## config.mk

```make
export PLATFORM = sky130hd
export DESIGN_NAME = mul_scheduler_flat
export DESIGN_NICKNAME = d
export VERILOG_FILES = /design/src/rtl/pq_pkg.sv /design/src/rtl/mul_scheduler_if.sv /design/src/rtl/rr_arbiter.sv /design/src/rtl/mul_scheduler.sv /design/src/flat_wrapper.sv
export SDC_FILE = /design/constraint.sdc
export NUM_CORES = 1
export LEC_CHECK = 0
export ABC_AREA = 1
export BUFFER_PORTS_ARGS = -buffer_cell sky130_fd_sc_hd__buf_2
export CAP_MARGIN = 30
export CORE_ASPECT_RATIO = 1.2
export CORE_UTILIZATION = 52
export DETAILED_ROUTE_END_ITERATION = 16
export PLACE_DENSITY = 0.85
export SLEW_MARGIN = 20
export SYNTH_ARGS = -nofsm -noshare
export SYNTH_HDL_FRONTEND = slang
export SYNTH_SLANG_ARGS = --single-unit
```

## constraint.sdc

```tcl
create_clock -name clk -period 5.95 [get_ports clk]
set_clock_uncertainty 0.1 [all_clocks]
set_input_delay 1.19 -clock clk [delete_from_list [all_inputs] [get_ports clk]]
set_output_delay 1.19 -clock clk [all_outputs]
set_load 0.02 [all_outputs]
```

## src/rtl/pq_pkg.sv

```systemverilog
// Shared definitions for the sample-processing blocks that time-share the
// constant-gain multiplier: scheduler states, the multiplier's fixed gain and
// shift, the post-reset flush length and a width helper.
package pq_pkg;

    typedef enum logic [1:0] {
        DRAIN,
        IDLE,
        ISSUE,
        WAIT
    } sched_state_t;

    localparam logic [15:0] MUL_GAIN  = 16'h08B4;
    localparam int          MUL_SHIFT = 4;

    // Number of cycles the multiplier needs to settle after the scheduler
    // is reset, since the multiplier has no reset of its own.
    localparam int DRAIN_CYC = 4;

    // Bits needed to hold values 0..n-1.
    function automatic int clog2(input int n);
        int r;
        r = 0;
        while ((1 << r) < n) begin
            r = r + 1;
        end
        return r;
    endfunction

endpackage

```

## src/rtl/mul_scheduler_if.sv

```systemverilog
// Request/result bus between the sample sources and the multiplier scheduler.
//   req_valid / req_data / req_ready : per-channel sample handshake
//   res_valid / res_data             : per-channel result pulse + shared result
// master = sample sources, slave = scheduler.
interface mul_scheduler_if #(
    parameter int N_REQ  = 3,
    parameter int DATA_W = 16,
    parameter int RES_W  = 24
);

    logic [N_REQ-1:0]        req_valid;
    logic [N_REQ*DATA_W-1:0] req_data;
    logic [N_REQ-1:0]        req_ready;
    logic [N_REQ-1:0]        res_valid;
    logic [RES_W-1:0]        res_data;

    modport master (
        output req_valid,
        output req_data,
        input  req_ready,
        input  res_valid,
        input  res_data
    );

    modport slave (
        input  req_valid,
        input  req_data,
        output req_ready,
        output res_valid,
        output res_data
    );

endinterface

```

## src/rtl/rr_arbiter.sv

```systemverilog
// Combinational round-robin picker.
//   valid : per-channel request
//   last  : index granted most recently; search starts at last+1
//   grant : one-hot grant of the chosen channel (zero when nothing requests)
//   idx   : index of the chosen channel
//   found : at least one channel is requesting
module rr_arbiter
    import pq_pkg::*;
#(
    parameter int N_REQ = 3,
    parameter int IDX_W = clog2(N_REQ)
) (
    input  logic [N_REQ-1:0] valid,
    input  logic [IDX_W-1:0] last,
    output logic [N_REQ-1:0] grant,
    output logic [IDX_W-1:0] idx,
    output logic             found
);

    // Walk the channels in priority order last+1, last+2, ... wrapping at
    // N_REQ; the first requester wins and later ones are masked by found.
    always_comb begin
        int c;
        logic [IDX_W-1:0] cand;
        grant = '0;
        idx   = '0;
        found = 1'b0;
        c     = 0;
        cand  = '0;
        for (int i = 1; i <= N_REQ; i++) begin
            c = int'(last) + i;
            if (c >= N_REQ) begin
                c = c - N_REQ;
            end
            cand = IDX_W'(c);
            if (!found && valid[cand]) begin
                found       = 1'b1;
                grant[cand] = 1'b1;
                idx         = cand;
            end
        end
    end

endmodule

```

## src/rtl/mul_scheduler.sv

```systemverilog
// Round-robin scheduler sharing one constant-gain multiplier between N_REQ
// sample sources. Each accepted sample is issued to the multiplier with a
// one-cycle en pulse; the result is returned tagged with its source channel.
// A watchdog flags a missing done, and a drain phase after reset lets the
// (unreset) multiplier finish any operation it was in the middle of.
//   clk, rst  : clock, synchronous active-high reset
//   bus       : sample handshake and tagged result (slave side)
//   mul_a     : multiplier operand, mul_en : multiplier start
//   mul_out   : multiplier result, mul_done : multiplier done
//   busy      : high in every state except IDLE
//   err       : sticky watchdog flag
module mul_scheduler
    import pq_pkg::*;
#(
    parameter int N_REQ   = 3,
    parameter int DATA_W  = 16,
    parameter int RES_W   = 24,
    parameter int TIMEOUT = 15
) (
    input  logic              clk,
    input  logic              rst,
    mul_scheduler_if.slave    bus,
    output logic [DATA_W-1:0] mul_a,
    output logic              mul_en,
    input  logic [RES_W-1:0]  mul_out,
    input  logic              mul_done,
    output logic              busy,
    output logic              err
);

    localparam int IDX_W = clog2(N_REQ);
    localparam int WD_W  = clog2(TIMEOUT + 1);
    localparam int DR_W  = clog2(DRAIN_CYC);

    sched_state_t     state;
    logic [DR_W-1:0]  drain_cnt;
    logic [IDX_W-1:0] last;
    logic [IDX_W-1:0] ch;
    logic [WD_W-1:0]  wdog;
    logic [N_REQ-1:0] grant;
    logic [IDX_W-1:0] pick;
    logic             found;

    rr_arbiter #(
        .N_REQ (N_REQ),
        .IDX_W (IDX_W)
    ) u_arb (
        .valid (bus.req_valid),
        .last  (last),
        .grant (grant),
        .idx   (pick),
        .found (found)
    );

    // Grants are only offered while idle, so at most one sample is accepted
    // per multiplier operation.
    assign bus.req_ready = (state == IDLE) ? grant : '0;
    assign busy          = (state != IDLE);

    // mul_a only changes on an accepted handshake in IDLE, which keeps the
    // operand stable from ISSUE until after done. Going through IDLE before
    // the next ISSUE also keeps en away from the multiplier's finish cycle.
    always_ff @(posedge clk) begin
        if (rst) begin
            state         <= DRAIN;
            drain_cnt     <= DR_W'(DRAIN_CYC - 1);
            last          <= IDX_W'(N_REQ - 1);
            ch            <= '0;
            wdog          <= '0;
            mul_en        <= 1'b0;
            mul_a         <= '0;
            err           <= 1'b0;
            bus.res_valid <= '0;
            bus.res_data  <= '0;
        end else begin
            bus.res_valid <= '0;
            case (state)
                DRAIN: begin
                    drain_cnt <= drain_cnt - 1'b1;
                    if (drain_cnt == '0) begin
                        state <= IDLE;
                    end
                end
                IDLE: begin
                    if (found) begin
                        mul_a  <= bus.req_data[pick*DATA_W +: DATA_W];
                        ch     <= pick;
                        last   <= pick;
                        mul_en <= 1'b1;
                        state  <= ISSUE;
                    end
                end
                ISSUE: begin
                    mul_en <= 1'b0;
                    wdog   <= '0;
                    state  <= WAIT;
                end
                WAIT: begin
                    // done takes priority over a watchdog expiry in the same cycle
                    if (mul_done) begin
                        bus.res_data  <= mul_out;
                        bus.res_valid <= N_REQ'(1) << ch;
                        state         <= IDLE;
                    end else if (wdog == WD_W'(TIMEOUT - 1)) begin
                        err   <= 1'b1;
                        state <= IDLE;
                    end else begin
                        wdog <= wdog + 1'b1;
                    end
                end
                default: begin
                    state <= DRAIN;
                end
            endcase
        end
    end

endmodule

```

## src/flat_wrapper.sv

```systemverilog
// flat-port wrapper written by rule: the top's interface ports become plain ports
module mul_scheduler_flat import pq_pkg::*;
#(
    parameter int N_REQ   = 3,
    parameter int DATA_W  = 16,
    parameter int RES_W   = 24,
    parameter int TIMEOUT = 15
)
  (clk, rst, mul_a, mul_en, mul_out, mul_done, busy, err, bus_req_valid, bus_req_data, bus_req_ready, bus_res_valid, bus_res_data);
  mul_scheduler_if #(.N_REQ(N_REQ), .DATA_W(DATA_W), .RES_W(RES_W)) bus_i ();
  input  logic clk;
  input  logic rst;
  output logic [DATA_W-1:0] mul_a;
  output logic mul_en;
  input  logic [RES_W-1:0] mul_out;
  input  logic mul_done;
  output logic busy;
  output logic err;
  input wire logic [$bits(bus_i.req_valid)-1:0] bus_req_valid;
  input wire logic [$bits(bus_i.req_data)-1:0] bus_req_data;
  output wire logic [$bits(bus_i.req_ready)-1:0] bus_req_ready;
  output wire logic [$bits(bus_i.res_valid)-1:0] bus_res_valid;
  output wire logic [$bits(bus_i.res_data)-1:0] bus_res_data;
  assign bus_i.req_valid = bus_req_valid;
  assign bus_i.req_data = bus_req_data;
  assign bus_req_ready = bus_i.req_ready;
  assign bus_res_valid = bus_i.res_valid;
  assign bus_res_data = bus_i.res_data;
  mul_scheduler #(.N_REQ(N_REQ), .DATA_W(DATA_W), .RES_W(RES_W), .TIMEOUT(TIMEOUT)) u_core (.clk(clk), .rst(rst), .bus(bus_i), .mul_a(mul_a), .mul_en(mul_en), .mul_out(mul_out), .mul_done(mul_done), .busy(busy), .err(err));
endmodule
```

==> metrics.log <==
[metrics] worst slew pin tran: 0.791 ns
[metrics] number of antenna violations at the first check in global routing: 0
[metrics] end point of the worst hold path: u_core.mul_en
[metrics] setup slack of the most critical reg-to-reg path: 2.84 ns
[metrics] FMAX: about 0.26 GHz
[metrics] Hold Buf Count CTS: 0
[metrics] count of standard-cell rows: 30
[metrics] fill cell total of the finished layout: approximately 520
[metrics] count of cells along the worst register-to-register path: 12
[metrics] final std cells w/o fill: slightly above 600
[metrics] # Max-Cap Violations: 0
[metrics] Post-Place Worst Slack: roughly 2.4 ns
[metrics] fraction of the mapped netlist area in compound gates: between 10% and 20%
[metrics] Iteration-0 DRC Markers: 183
[metrics] number of flip-flops and latches in the synthesized netlist: 56
[metrics] number of buffers created by CTS: 5
[metrics] number of warning messages in the yosys log: 0
[metrics] via count of the first global-routing pass: between 2k and 3k
[metrics] critical path's largest stage delay: 0.59 ns
[metrics] minimum clock period after layout: about 3.8 ns
[metrics] synthesized area per cell: ~7.5 um2
[metrics] power density over the cells: 498 mW/mm2
[metrics] number of endpoints failing setup at the final stage: 0
[metrics] count of port buffers added during placement: 126
[metrics] register area share after synthesis: about 36%
[metrics] post-synthesis instance area: just over 0.003 mm2
[metrics] CTS clock-pin slew for the worst setup and hold paths: about 0.090 ns
[metrics] layout cells sized above 1: 34.2%
[metrics] startpoint of the worst-slack reg-to-reg timing path: u_core.ch[0]
[metrics] number of buffers on the longest clock path: 2
[metrics] proportion of synthesized flip-flops having asynchronous set or reset: 0%
[metrics] terminus of the critical flop-to-flop path: u_core.mul_a[0]
[metrics] setup TNS: 0 ns
[metrics] Critical Path End Type: output port
[metrics] IO Count: 127
[metrics] signed area change from the synthesized netlist to the final layout: 21.9%
[metrics] detailed-routing iteration count for the pre-antenna-repair pass: 4
[metrics] routed wire length: around 7800 um
[metrics] area taken by flip-flops and latches: about 0.0011 mm2
[metrics] dpl hpwl: 5630 um
[metrics] Cell Count Post-Placement: 601
[metrics] Die Ht: 86.7 um
[metrics] arrival time of data at the critical path endpoint: 2.49 ns
[metrics] area share of the largest cell type after synthesis: between 30% and 40%
[metrics] post-route ant nets: 0
[metrics] setup repair after global routing missed its margin: false
[metrics] Worst Path Class, Setup: flip-flop to output port
[metrics] pin count of the biggest net entering global routing: 39
[metrics] endpoint required time on the critical path: about 4.7 ns
[metrics] hold wc startpoint: u_core.mul_en
[metrics] result of the run: finished clean
[metrics] Worst Hold Depth: 2
[metrics] horizontal die dimension: slightly above 70 um
[metrics] diode count: 0
[metrics] tightest slew margin relative to the limit: 47.1%
[metrics] crit start category: flip-flop
[metrics] CTS root buf: clkbuf_8
[metrics] number of nets in the synthesized netlist: 507
[metrics] via count: 3100
[metrics] fin crit share: 63.5%
[metrics] die area: approximately 0.0063 mm2
[metrics] global-route total usage across every layer: about 26%
[metrics] Critical Path Fanout Max: 9
[metrics] distinct cell type count after synthesis: 37
[metrics] post-CTS setup repair buffer count: 0
[metrics] Clock Latency Late Sink: just over 0.3 ns
[metrics] main combinational cell family by area after synthesis: simple AND/OR/NAND/NOR gates
[metrics] proportion of synthesized area in mux cells: 0%
[metrics] simple-gate area share of the yosys netlist: around 33%
[metrics] count of mapped cells out of synthesis: a little over 400
[metrics] CP Cell Sequence: inv_2 -> ha_1 -> nand2_1 -> nand2_2 -> nand3_1 -> nand2_4 -> o21ai_0 -> a21oi_1 -> buf_2
[metrics] adder-cell share of the synthesized area: under 10%
[metrics] number of vias per cell after detailed routing: between 5 and 6
[metrics] H-tree depth reported by CTS: 2
[metrics] routed length per placed instance: about 13 um
[metrics] dominant cell type by area after synthesis: dfxtp_1
[metrics] TritonCTS sink count: 56
[metrics] global-route wire length before repair: 12900 um
[metrics] final hold violation count: 0
[metrics] clock tree from TritonCTS: built
[metrics] initial cell density of the core: a little over half
[metrics] GRT Residual Overflow: 0
[metrics] path category of the worst min-delay check: flip-flop to flip-flop
[metrics] worst path setup slack after routing: roughly 2.2 ns
[metrics] top cells by area in the synthesized netlist: dfxtp_1 36%, nand2_1 7.4%, nor2_1 7.2%
[metrics] peak ir drop on the vdd network: ~0.00031 V
[metrics] fraction of synthesized cell area in xor and xnor cells: 0.281%
[metrics] flip-flop cell with the highest count after synthesis: dfxtp_1
[metrics] GP Congestion: 0.810
[metrics] area of the multi-input gates: approximately 0.0017 mm2
[metrics] Post-route DRC: 0
[metrics] number of gates given a new drive strength after cts: 0
[metrics] number of enable flip-flop cells after synthesis: 0
[metrics] Core Area: 0.00571 mm2
[metrics] leakage dissipation: 1.92 nW
[metrics] count of nets after finishing: around 620
[metrics] slowest stage cell on the critical path: dfxtp_1
[metrics] number of pins with negative max-slew slack in the final report: 0
==> cell families after synthesis <==
family,count (synthesis)
simple gates,201
compound gates,81
buf+inv,62
flops,56
fa+ha+maj,14
xor+xnor,1
==> cells in the final DEF, fill, tap and decap left out, types with 2 or more instances in the layout <==
cell,synthesis,routed
buf_2,2,126
nand2_1,61,61
nor2_1,60,60
dfxtp_1,56,56
nand3_1,38,38
inv_1,36,36
o21ai_0,33,33
a21oi_1,27,27
ha_1,14,14
nand2_2,13,13
o21ai_1,9,9
a21oi_2,8,8
nand2_4,7,7
nand3b_1,7,7
clkbuf_8,0,5
inv_2,4,4
inv_6,2,2
nand3_4,2,2
and3_1,2,2
nor3_1,2,2
nor2_4,2,2
==> area by class of cell <==
type | count | area share, %
inverters | 42 | 4.42
well taps | 80 | 2.64
flip-flops and latches | 56 | 29.6
repair buffers | 127 | 16.9
multi-input cells | 297 | 44.1
clock buffers | 6 | 1.91
clock inverters | 2 | 0.429
==> worst max path at each step <==
stage / startpoint / end / slack (ns) / cells after the start
5_1_grt: u_core.ch[0] / bus_req_ready[1] / 1.95 / 9
6_report: u_core.ch[0] / bus_req_ready[1] / 2.17 / 9
2_1_floorplan: bus_req_valid[2] / bus_req_ready[1] / 2.55 / 8
3_5_place_dp: bus_req_valid[1] / bus_req_ready[1] / 2.43 / 10
4_1_cts: u_core.ch[0] / bus_req_ready[1] / 2.17 / 9
3_3_place_gp: bus_req_valid[2] / bus_req_ready[1] / 2.45 / 10
==> cells in the mapped netlist (all sizes together) (2+ instances only) <==
master,number
nor3,2
and3,2
nor2,63
inv,42
nand3b,7
buf,12
nand2,82
nand3,41
dfxtp,56
a21oi,35
nand4,2
a31oi,2
o21ai,43
ha,14
clkbuf,8
==> per-stage QoR <==
step,hold WS [ns],power [mW],area (um2),utilization (%)
finish,0.367,1.89,3790,66.5
global route,0.402,2.05,3790,66.5
CTS,0.368,1.89,3780,66.3
detailed placement,0.353,1.68,3690,64.7
global placement,0.344,1.64,3690,64.7
floorplan,0.343,1.51,3110,-
==> worst max-delay path: cells and delay by family, from the launching register on <==
family	cells	cell delay [ns]
AND/OR/NAND/NOR	4	0.54
buffers and inverters	2	0.32
adder cells (fa/ha/maj)	1	0.54
AO/OA/AOI/OAI	2	0.19
flip-flops	1	0.59
==> flip-flops by register name, indices dropped and copies added (netlist names) <==
signal,flops
u_core.last,1
u_core.state,2
u_core.bus.res_data,24
u_core.bus.res_valid,3
u_core.wdog,4
u_core.err,1
u_core.drain_cnt,2
u_core.ch,2
u_core.mul_a,16
u_core.mul_en,1
==> per-layer routing <==
layer	wire [um]	GRT usage [%]	up-vias
met1	3090	28.7	1422
met4	174	10.5	0
li1	-	-	1563
met5	0	0	-
met3	372	3.26	17
met2	4120	48.3	98
==> where the power goes <==
part	leakage [nW]	switching (mW)	internal, mW
clock	0.0414	0.127	0.0842
sequential	0.456	0.0541	0.462
combinational	1.42	0.792	0.368
(Power assumes the default switching activity.)
